===== src/rtl/mem_port_arbiter.sv =====
// rtl/mem_port_arbiter.sv - two-requester arbiter in front of one shared memory port
//
// Purpose: grants a single shared memory port to an instruction-fetch
// requester (IF) or a data requester (D). D has priority, but after STREAK
// consecutive D grants while a fetch is waiting, the fetch is served. An access
// that sees no m_ready within TIMEOUT cycles is closed with err and zero data.
//
// Ports:
//   clk, rst                     clock, asynchronous active-high reset
//   if_req/if_addr               fetch request and address
//   if_rdata/if_valid            fetched word (registered), one-cycle complete pulse
//   d_req/d_we/d_addr/d_wdata    data request, store flag, address, store data
//   d_rdata/d_valid              load data (registered), one-cycle complete pulse
//   m_req/m_we/m_addr/m_wdata    shared-memory request side (addr/we/wdata latched on grant)
//   m_ready/m_rdata              memory completion and read data
//   stall_if/stall_mem           combinational pipeline stall requests
//   err                          timeout flag, high with the valid pulse
//   busy                         high whenever the arbiter is not idle
module mem_port_arbiter #(
  parameter int STREAK  = 4,
  parameter int TIMEOUT = 255
) (
  input  logic        clk,
  input  logic        rst,
  input  logic        if_req,
  input  logic [31:0] if_addr,
  output logic [31:0] if_rdata,
  output logic        if_valid,
  input  logic        d_req,
  input  logic        d_we,
  input  logic [31:0] d_addr,
  input  logic [31:0] d_wdata,
  output logic [31:0] d_rdata,
  output logic        d_valid,
  output logic        m_req,
  output logic        m_we,
  output logic [31:0] m_addr,
  output logic [31:0] m_wdata,
  input  logic        m_ready,
  input  logic [31:0] m_rdata,
  output logic        stall_if,
  output logic        stall_mem,
  output logic        err,
  output logic        busy
);

  localparam int TW = $clog2(TIMEOUT + 1);
  localparam logic [TW-1:0] TMO_LAST = TW'(TIMEOUT - 1);
  localparam logic [TW-1:0] TMO_ONE  = TW'(1);
  localparam logic [2:0]    STREAK_V = 3'(STREAK);

  typedef enum logic [1:0] {
    S_IDLE   = 2'd0,
    S_ACC_IF = 2'd1,
    S_ACC_D  = 2'd2,
    S_DONE   = 2'd3
  } state_t;

  state_t          r_state;
  state_t          w_next;
  logic            r_owner_d;
  logic [2:0]      r_streak;
  logic [TW-1:0]   r_tmo;
  logic            r_err;
  logic            w_grant_if;
  logic            w_grant_d;
  logic            w_timeout;
  logic            w_acc;
  logic [31:0]     w_cap;

  assign w_acc = (r_state == S_ACC_IF) || (r_state == S_ACC_D);
  // A timed-out access returns zero data instead of whatever is on m_rdata.
  assign w_cap = m_ready ? m_rdata : 32'h0;

  always_comb begin
    w_next     = r_state;
    w_grant_if = 1'b0;
    w_grant_d  = 1'b0;
    w_timeout  = 1'b0;
    case (r_state)
      S_IDLE: begin
        // D wins unless the fetch has already been passed over STREAK times.
        if (d_req && !(if_req && (r_streak == STREAK_V))) begin
          w_grant_d = 1'b1;
          w_next    = S_ACC_D;
        end else if (if_req) begin
          w_grant_if = 1'b1;
          w_next     = S_ACC_IF;
        end
      end
      S_ACC_IF, S_ACC_D: begin
        if (m_ready) begin
          w_next = S_DONE;
        end else if (r_tmo == TMO_LAST) begin
          // This is the TIMEOUT-th cycle without m_ready.
          w_timeout = 1'b1;
          w_next    = S_DONE;
        end
      end
      default: w_next = S_IDLE;
    endcase
  end

  always_ff @(posedge clk or posedge rst) begin
    if (rst) begin
      r_state   <= S_IDLE;
      r_owner_d <= 1'b0;
      r_streak  <= 3'd0;
      r_tmo     <= '0;
      r_err     <= 1'b0;
      m_we      <= 1'b0;
      m_addr    <= 32'h0;
      m_wdata   <= 32'h0;
      if_rdata  <= 32'h0;
      d_rdata   <= 32'h0;
    end else begin
      r_state <= w_next;
      // err lives exactly for the DONE cycle that follows a timeout.
      r_err   <= w_timeout;
      if (w_grant_d) begin
        m_addr    <= d_addr;
        m_we      <= d_we;
        m_wdata   <= d_wdata;
        r_owner_d <= 1'b1;
        r_tmo     <= '0;
        if (if_req) begin
          if (r_streak != STREAK_V) r_streak <= r_streak + 3'd1;
        end else begin
          r_streak <= 3'd0;
        end
      end
      if (w_grant_if) begin
        m_addr    <= if_addr;
        m_we      <= 1'b0;
        m_wdata   <= 32'h0;
        r_owner_d <= 1'b0;
        r_tmo     <= '0;
        r_streak  <= 3'd0;
      end
      if (w_acc && !m_ready) r_tmo <= r_tmo + TMO_ONE;
      if (w_acc && (m_ready || w_timeout)) begin
        if (r_state == S_ACC_D) d_rdata  <= m_we ? 32'h0 : w_cap;
        else                    if_rdata <= w_cap;
      end
    end
  end

  assign m_req     = w_acc;
  assign if_valid  = (r_state == S_DONE) && !r_owner_d;
  assign d_valid   = (r_state == S_DONE) && r_owner_d;
  assign err       = r_err;
  assign busy      = (r_state != S_IDLE);
  assign stall_if  = if_req & ~if_valid;
  assign stall_mem = d_req & ~d_valid;

endmodule


===== config.mk =====
export PLATFORM = sky130hd
export DESIGN_NAME = mem_port_arbiter
export DESIGN_NICKNAME = d
export VERILOG_FILES = /design/src/rtl/mem_port_arbiter.sv
export SDC_FILE = /design/constraint.sdc
export NUM_CORES = 1
export LEC_CHECK = 0
export CAP_MARGIN = 20
export CORE_AREA = 2 2 169 88
export CTS_BUF_LIST = sky130_fd_sc_hd__clkbuf_8
export DETAILED_ROUTE_END_ITERATION = 8
export DIE_AREA = 0 0 171 90
export PLACE_DENSITY_LB_ADDON = 0.25
export SYNTH_ARGS = -nofsm -noshare
export SYNTH_HDL_FRONTEND = slang
export SYNTH_SLANG_ARGS = --single-unit

===== constraint.sdc =====
create_clock -name clk -period 4.9 [get_ports clk]
set_input_delay 0.49 -clock clk [delete_from_list [all_inputs] [get_ports clk]]
set_output_delay 0.49 -clock clk [all_outputs]
set_load 0.01 [all_outputs]

==> results of run 1 <==
==> sequential cells by signal (all words and copies together) (netlist names) <==
signal     flops
if_rdata      32
m_we           1
m_wdata       32
err            1
r_tmo          8
d_rdata       32
r_streak       3
r_state        2
r_owner_d      1
m_addr        32
==> kinds of logic after synthesis <==
logic type                 count (synthesis)  synth area share, %
DFF                                      144                 60.8
adders and majority gates                  8                 1.69
AOI/OAI and AO/OA                        156                 21.1
muxes                                     33                 5.58
xor gates and xnor gates                   1                0.148
buffers and inverters                     42                 4.90
and+or+nand+nor                           71                 5.74
==> per-stage QoR <==
| step | power (mW) | cells | hold WS [ns] | util, % | setup slack (ns) |
|---|---|---|---|---|---|
| final | 5.58 | 927 | 0.334 | 64.9 | 2.46 |
| after global placement | 4.54 | 895 | 0.463 | 61.8 | 2.51 |
| after CTS | 5.63 | 926 | 0.491 | 64.7 | 2.43 |
| after floorplan | 3.31 | 455 | 0.456 | - | 0.544 |
| after detailed placement | 4.63 | 895 | 0.473 | 61.8 | 2.47 |
| after global routing | 5.92 | 927 | 0.312 | 64.9 | 2.36 |
==> cell type report <==
class,instances,area [um2]
multi-input combinational,269,2040
timing repair buffer,278,2780
sequential,144,3600
tap,198,248
clock buffer,18,248
clock inverter,13,161
fill,1067,4930
inverter,7,31.3
==> where the power goes <==
part / switching (mW) / leakage (nW) / internal (mW) / total [mW]
Combinational: 1.14 / 1.92 / 1.45 / 2.59
Clock: 0.468 / 0.209 / 0.516 / 0.984
Sequential: 0.312 / 1.83 / 1.70 / 2.01
==> per-layer routing <==
metal	track usage, %	share of wire, %
met5	0	0
met4	5.72	0.68
met3	6.83	8.0
met2	32.8	45
met1	28.4	46
==> layout by cell type, fill, tap and decap left out, types with 2 or more instances in the layout <==
master	count
a21oi_1	2
a22o_1	97
a32o_1	2
and2_1	2
buf_4	8
bufinv_16	3
clkbuf_8	18
clkdlybuf4s50_1	269
clkinv_2	4
clkinv_4	3
dfrtp_1	144
ha_1	8
inv_1	6
inv_6	3
mux2i_1	33
nand2_1	42
nand2b_1	2
nand3_1	8
nor2_1	4
nor2b_1	5
nor3_1	2
o211ai_1	2
o21ai_0	11
o21ai_1	21
o21ai_2	11
o2bb2ai_1	2
o31ai_1	2
==> path summary, 6_finish.rpt <==
path | startpoint | end | slack (ns) | depth (start not counted)
min in group clk | m_addr[24]$_DFFE_PP0P_ | m_addr[24]$_DFFE_PP0P_ | 0.49 | 2
worst max register to register | r_state[0]$_DFFE_PP0P_ | m_addr[28]$_DFFE_PP0P_ | 2.84 | 7
worst min-delay path | rst | d_rdata[28]$_DFFE_PP0P_ | 0.33 | 2
max in group asynchronous | rst | d_rdata[31]$_DFFE_PP0P_ | 3.43 | 4
worst max-delay path | r_state[0]$_DFFE_PP0P_ | m_req | 2.46 | 3
worst min register to register | m_addr[24]$_DFFE_PP0P_ | m_addr[24]$_DFFE_PP0P_ | 0.49 | 2
==> critical path, delay by kind of cell (launching register included) <==
kind       cells  cell delay, ns
fa+ha+maj      1            0.44
flops          1            0.40
buf+inv        2            0.69
==> results by group, run 1 <==
Synth
  • Netlist Area Pre-Place: 5920 um2
  • Most frequent cells after synthesis: 144 x dfrtp_1, 97 x a22o_1, 42 x nand2_1
  • Synthesis warning total: 0
  • Most common cell in the netlist: dfrtp_1
  • Yosys top cell by area: dfrtp_1
  • Async SR Flop Fraction: 100%
  • Synth Instances: 455
  • Register area share after synthesis: 60.8%
  • Library cells used by synthesis: 37
  • Largest cells by area after synthesis: dfrtp_1 61%, a22o_1 14%, mux2i_1 5.6%
  • Predominant post-synthesis flop cell: dfrtp_1
  • Post-Syn Nets: 597
  • EDFF count, synth: 0
  • Synthesized area per cell: 13.0 um2
  • Flops & latches, synth: 144
  • Top cell type's share of synthesized area: 60.8%

Die
  • CORE AREA: 14000 um2
  • IO Count: 270
  • Initial Utilization: 42.2%
  • Die span in y: 90 um
  • Die Span X: 171 um
  • Die area: 15400 um2
  • Row Count: 31

Power
  • PD cells: 613 nW/um2
  • Leak Pwr: 3.95 nW
  • Max VDD drop: 297 uV

Worst setup path
  • Critical Path Fanout Max: 8
  • WP data arrival: 1.95 ns
  • Worst setup SP type: register
  • CP required: 4.41 ns
  • CP max-delay cell: clkdlybuf4s50_1
  • Cell Chain, Critical Path: inv_1, ha_1, clkdlybuf4s50_1
  • WS Path Type: register to primary output
  • Worst stage delay on the critical path: 0.61 ns
  • Element type at the critical path end: primary output

Drt
  • # DRC: 0
  • Final WL: 16100 um
  • ANT nets after route: 0
  • Drt pass-1 iters: 4
  • Initial drt markers: 331
  • DR vias/cell: 5.00
  • DR WL/cell: 17.4 um
  • Routed via count: 4632

Placement
  • IO buf count: 269
  • Cell area after placement: 8670 um2
  • Placer Congestion: 0.762
  • Detail Placement HPWL: 11200 um

GRT
  • Congestion Overflow GR: 0
  • Largest net degree at the start of global routing: 110
  • Vias in the first global route: 4829
  • Antenna violations before repair: 0
  • Total global-route track usage: 21.1%
  • First-pass GRT wire length: 25400 um

Job
  • Max Cap Viol: 0

CTS
  • Hold-fix buffers, CTS: 0
  • Worst-path clk slew: 0.09 ns
  • CTS tree: built
  • Post-CTS Repair Setup Buffers: 0
  • H-tree levels: 4
  • Worst skew pair latency: 0.44 ns
  • Clock buffer depth: 2
  • Cts bufs inserted: 17
  • Root Buffer: clkbuf_8
  • Resized Gates After CTS: 0
  • Clk sinks: 144

STA
  • Fin crit period: 2.44 ns
  • Final setup fails: 0
  • Worst Skew: 0.0259 ns
  • TNS Setup: 0 ns
  • Fin. max-slew vios: 0
  • Unrepaired setup endpoints after global routing: no
  • Fin crit share: 49.7%
  • Fmax: 411 MHz
  • Least-Margin Pin Slew: 0.975 ns
  • Final-report hold violation count: 0
  • Slew HR: 34.7%

Final layout
  • # diodes: 0
  • Layout cells sized above 1: 7.96%
  • Synth-to-layout area growth: 53.8%
  • Post-Layout Inst Area: 9110 um2
  • # nets final: 859

Min path
  • Worst Hold Class: input port to async pin

Run status
  • Outcome: completed
Note: power is estimated with default switching activity, not from simulation.
==> run 2: changes to the inputs <==
CORE_AREA = 2 2 178 93   (was 2 2 169 88)
DIE_AREA = 0 0 180 95   (was 0 0 171 90)
clock period = 2.19 ns   (was 4.9 ns; I/O delays follow)
==> run 2 against run 1 <==
Clock power rose by 140%. Sequential cell count did not move. Critical path type unchanged. First-iteration DRC count fell by 45%. Largest power group unchanged. Count of clock-buffer cells in the layout rose by 2. Final cell count rose by 1.8%. Largest cell class unchanged. Critical endpoint is now busy. Clock skew fell by 0.0091 ns. Wire length rose by 1.4%.
==> results by group, run 2 (synthesized netlist as in run 1, its figures left out) <==
Run status
  • Outcome: completed (unchanged)

CTS
  • Hold-fix buffers, CTS: 0 (unchanged)
  • Post-CTS Repair Setup Buffers: 0 (unchanged)
  • Cts bufs inserted: 17 (unchanged)
  • CTS tree: built (unchanged)
  • Worst-path clk slew: 0.09 ns (about the same)
  • H-tree levels: 4 (unchanged)
  • Clk sinks: 144 (unchanged)
  • Worst skew pair latency: 0.44 ns (about the same)
  • Clock buffer depth: 2 (unchanged)
  • Root Buffer: clkbuf_8 (unchanged)

Drt
  • Drt pass-1 iters: 4 (unchanged)
  • # DRC: 0 (unchanged)
  • DR vias/cell: 4.97 (was 5.00)
  • Routed via count: 4695 (was 4632)
  • Length of routed met2 wiring: 7470 um (was 7290 um)
  • Uppermost routed layer: met4 (unchanged)
  • Routed met1 length: 7430 um (was 7410 um)
  • ANT nets after route: 0 (unchanged)
  • DR WL/cell: 17.3 um (was 17.4 um)
  • Final WL: 16300 um (was 16100 um)
  • DR WL met3: 1170 um (was 1290 um)
  • Initial drt markers: 182 (was 331)

Final layout
  • Fill cells: 1203 (was 1067)
  • # diodes: 0 (unchanged)
  • Commonest cells after routing, fill and taps aside: 266 x clkdlybuf4s50_1, 144 x dfrtp_1, 97 x a22o_1, 42 x nand2_1, 33 x mux2i_1 (was 269 x clkdlybuf4s50_1, 144 x dfrtp_1, 97 x a22o_1, 42 x nand2_1, 33 x mux2i_1)
  • Most common cell after layout, fill and taps aside: clkdlybuf4s50_1 (unchanged)
  • Layout cells sized above 1: 8.31% (was 7.96%)
  • Synth-to-layout area growth: 56.3% (was 53.8%)
  • # nets final: 863 (was 859)

STA
  • TNS Setup: 0 ns (unchanged)
  • Worst Skew: 0.0168 ns (was 0.0259 ns)
  • Least-Margin Pin Slew: 0.529 ns (was 0.975 ns)
  • Fin crit share: 93.8%
  • Fmax: 487 MHz
  • Fin. max-slew vios: 0 (unchanged)
  • Final-report hold violation count: 0 (unchanged)
  • Unrepaired setup endpoints after global routing: no (unchanged)
  • Final setup fails: 0 (unchanged)
  • Slew HR: 64.7% (was 34.7%)
  • Fin crit period: 2.05 ns

GRT
  • First-pass GRT wire length: 26100 um (was 25400 um)
  • Antenna violations before repair: 0 (unchanged)
  • Total global-route track usage: 19.5% (was 21.1%)
  • Congestion Overflow GR: 0 (unchanged)
  • Vias in the first global route: 4853 (was 4829)
  • Largest net degree at the start of global routing: 57 (was 110)

Power
  • PD cells: 1380 nW/um2 (was 613 nW/um2)
  • Pwr Total: 12.7 mW (was 5.58 mW)
  • Leak Pwr: 4.03 nW (was 3.95 nW)
  • Max VDD drop: 666 uV (was 297 uV)

Die
  • Initial Utilization: 37.7% (was 42.2%)
  • IO Count: 270 (unchanged)
  • CORE AREA: 15700 um2 (was 14000 um2)
  • Die Span X: 180 um (was 171 um)
  • Die area: 17100 um2 (was 15400 um2)
  • Row Count: 33 (was 31)
  • Die span in y: 95 um (was 90 um)

Worst setup path
  • WS Path Type: register to primary output (unchanged)
  • CP required: 1.97 ns (was 4.41 ns)
  • Critical Path Fanout Max: 7 (was 8)
  • Element type at the critical path end: primary output (unchanged)
  • WP data arrival: 1.83 ns (was 1.95 ns)
  • Worst setup SP type: register (unchanged)

Placement
  • Placer Congestion: 0.785 (was 0.762)
  • Detail Placement HPWL: 11600 um (was 11200 um)
  • IO buf count: 269 (unchanged)

Job
  • Max Cap Viol: 0 (unchanged)

Min path
  • Worst Hold Class: input port to async pin (unchanged)
run 2: final timing paths:
| kind | from | endpoint | slack [ns] | cells after the start |
|---|---|---|---|---|
| min in group clk | d_wdata[20] | m_wdata[20]$_DFFE_PP0P_ | 0.37 | 2 |
| max in group asynchronous | rst | m_addr[22]$_DFFE_PP0P_ | 1.41 | 3 |
| min reg2reg | m_addr[27]$_DFFE_PP0P_ | m_addr[27]$_DFFE_PP0P_ | 0.48 | 2 |
| max reg2reg | r_state[0]$_DFFE_PP0P_ | r_tmo[5]$_DFFE_PP0P_ | 0.24 | 6 |
| min | rst | d_rdata[23]$_DFFE_PP0P_ | 0.17 | 2 |
| max | r_state[0]$_DFFE_PP0P_ | busy | 0.14 | 4 |
run 2: per-stage QoR:
step | hold WS, ns | cell area, um2 | worst slack (ns) | instances | utilization [%]
finish | 0.170 | 9260 | 0.136 | 944 | 58.9
global route | 0.182 | 9260 | 0.0624 | 944 | 58.9
CTS | 0.156 | 9250 | 0.0198 | 944 | 58.8
global placement | 0.462 | 8810 | 0.343 | 912 | 56.0
floorplan | 0.352 | 5930 | 0.166 | 455 | -
detailed placement | 0.468 | 8810 | 0.238 | 912 | 56.0
run 2: area by class of cell:
cell class / count / area [um2] / area share (%)
clock buffer: 20 / 275 / 2.97
clock inverter: 12 / 166 / 1.80
inverter: 7 / 30.0 / 0.324
multi-input combinational: 269 / 2040 / 22.0
sequential: 144 / 3600 / 38.9
tap: 210 / 263 / 2.84
timing repair buffer: 282 / 2880 / 31.1
run 2: critical path, stage by stage (launching register included):
cell and delay, ns:
dfrtp_1 0.42, inv_1 0.09, ha_2 0.25, inv_1 0.09, clkdlybuf4s50_1 0.55
run 2: metal layers:
metal  up-vias  track usage [%]
li1       2209                -
met1      2307             26.1
met2       160             30.0
met3        19             6.40
met4         0             6.78
met5         -                0
run 2: power breakdown:
group	total [mW]	internal [mW]	switching [mW]
registers	4.50	3.80	0.696
clock network	2.33	1.32	1.01
logic	5.91	3.32	2.59
total	12.7	8.44	4.30
run 2: repair_timing:
action / CTS / global route
gates resized for setup: 1 / 3
setup endpoints to repair: 1 / 3
hold endpoints to repair: 0 / 0
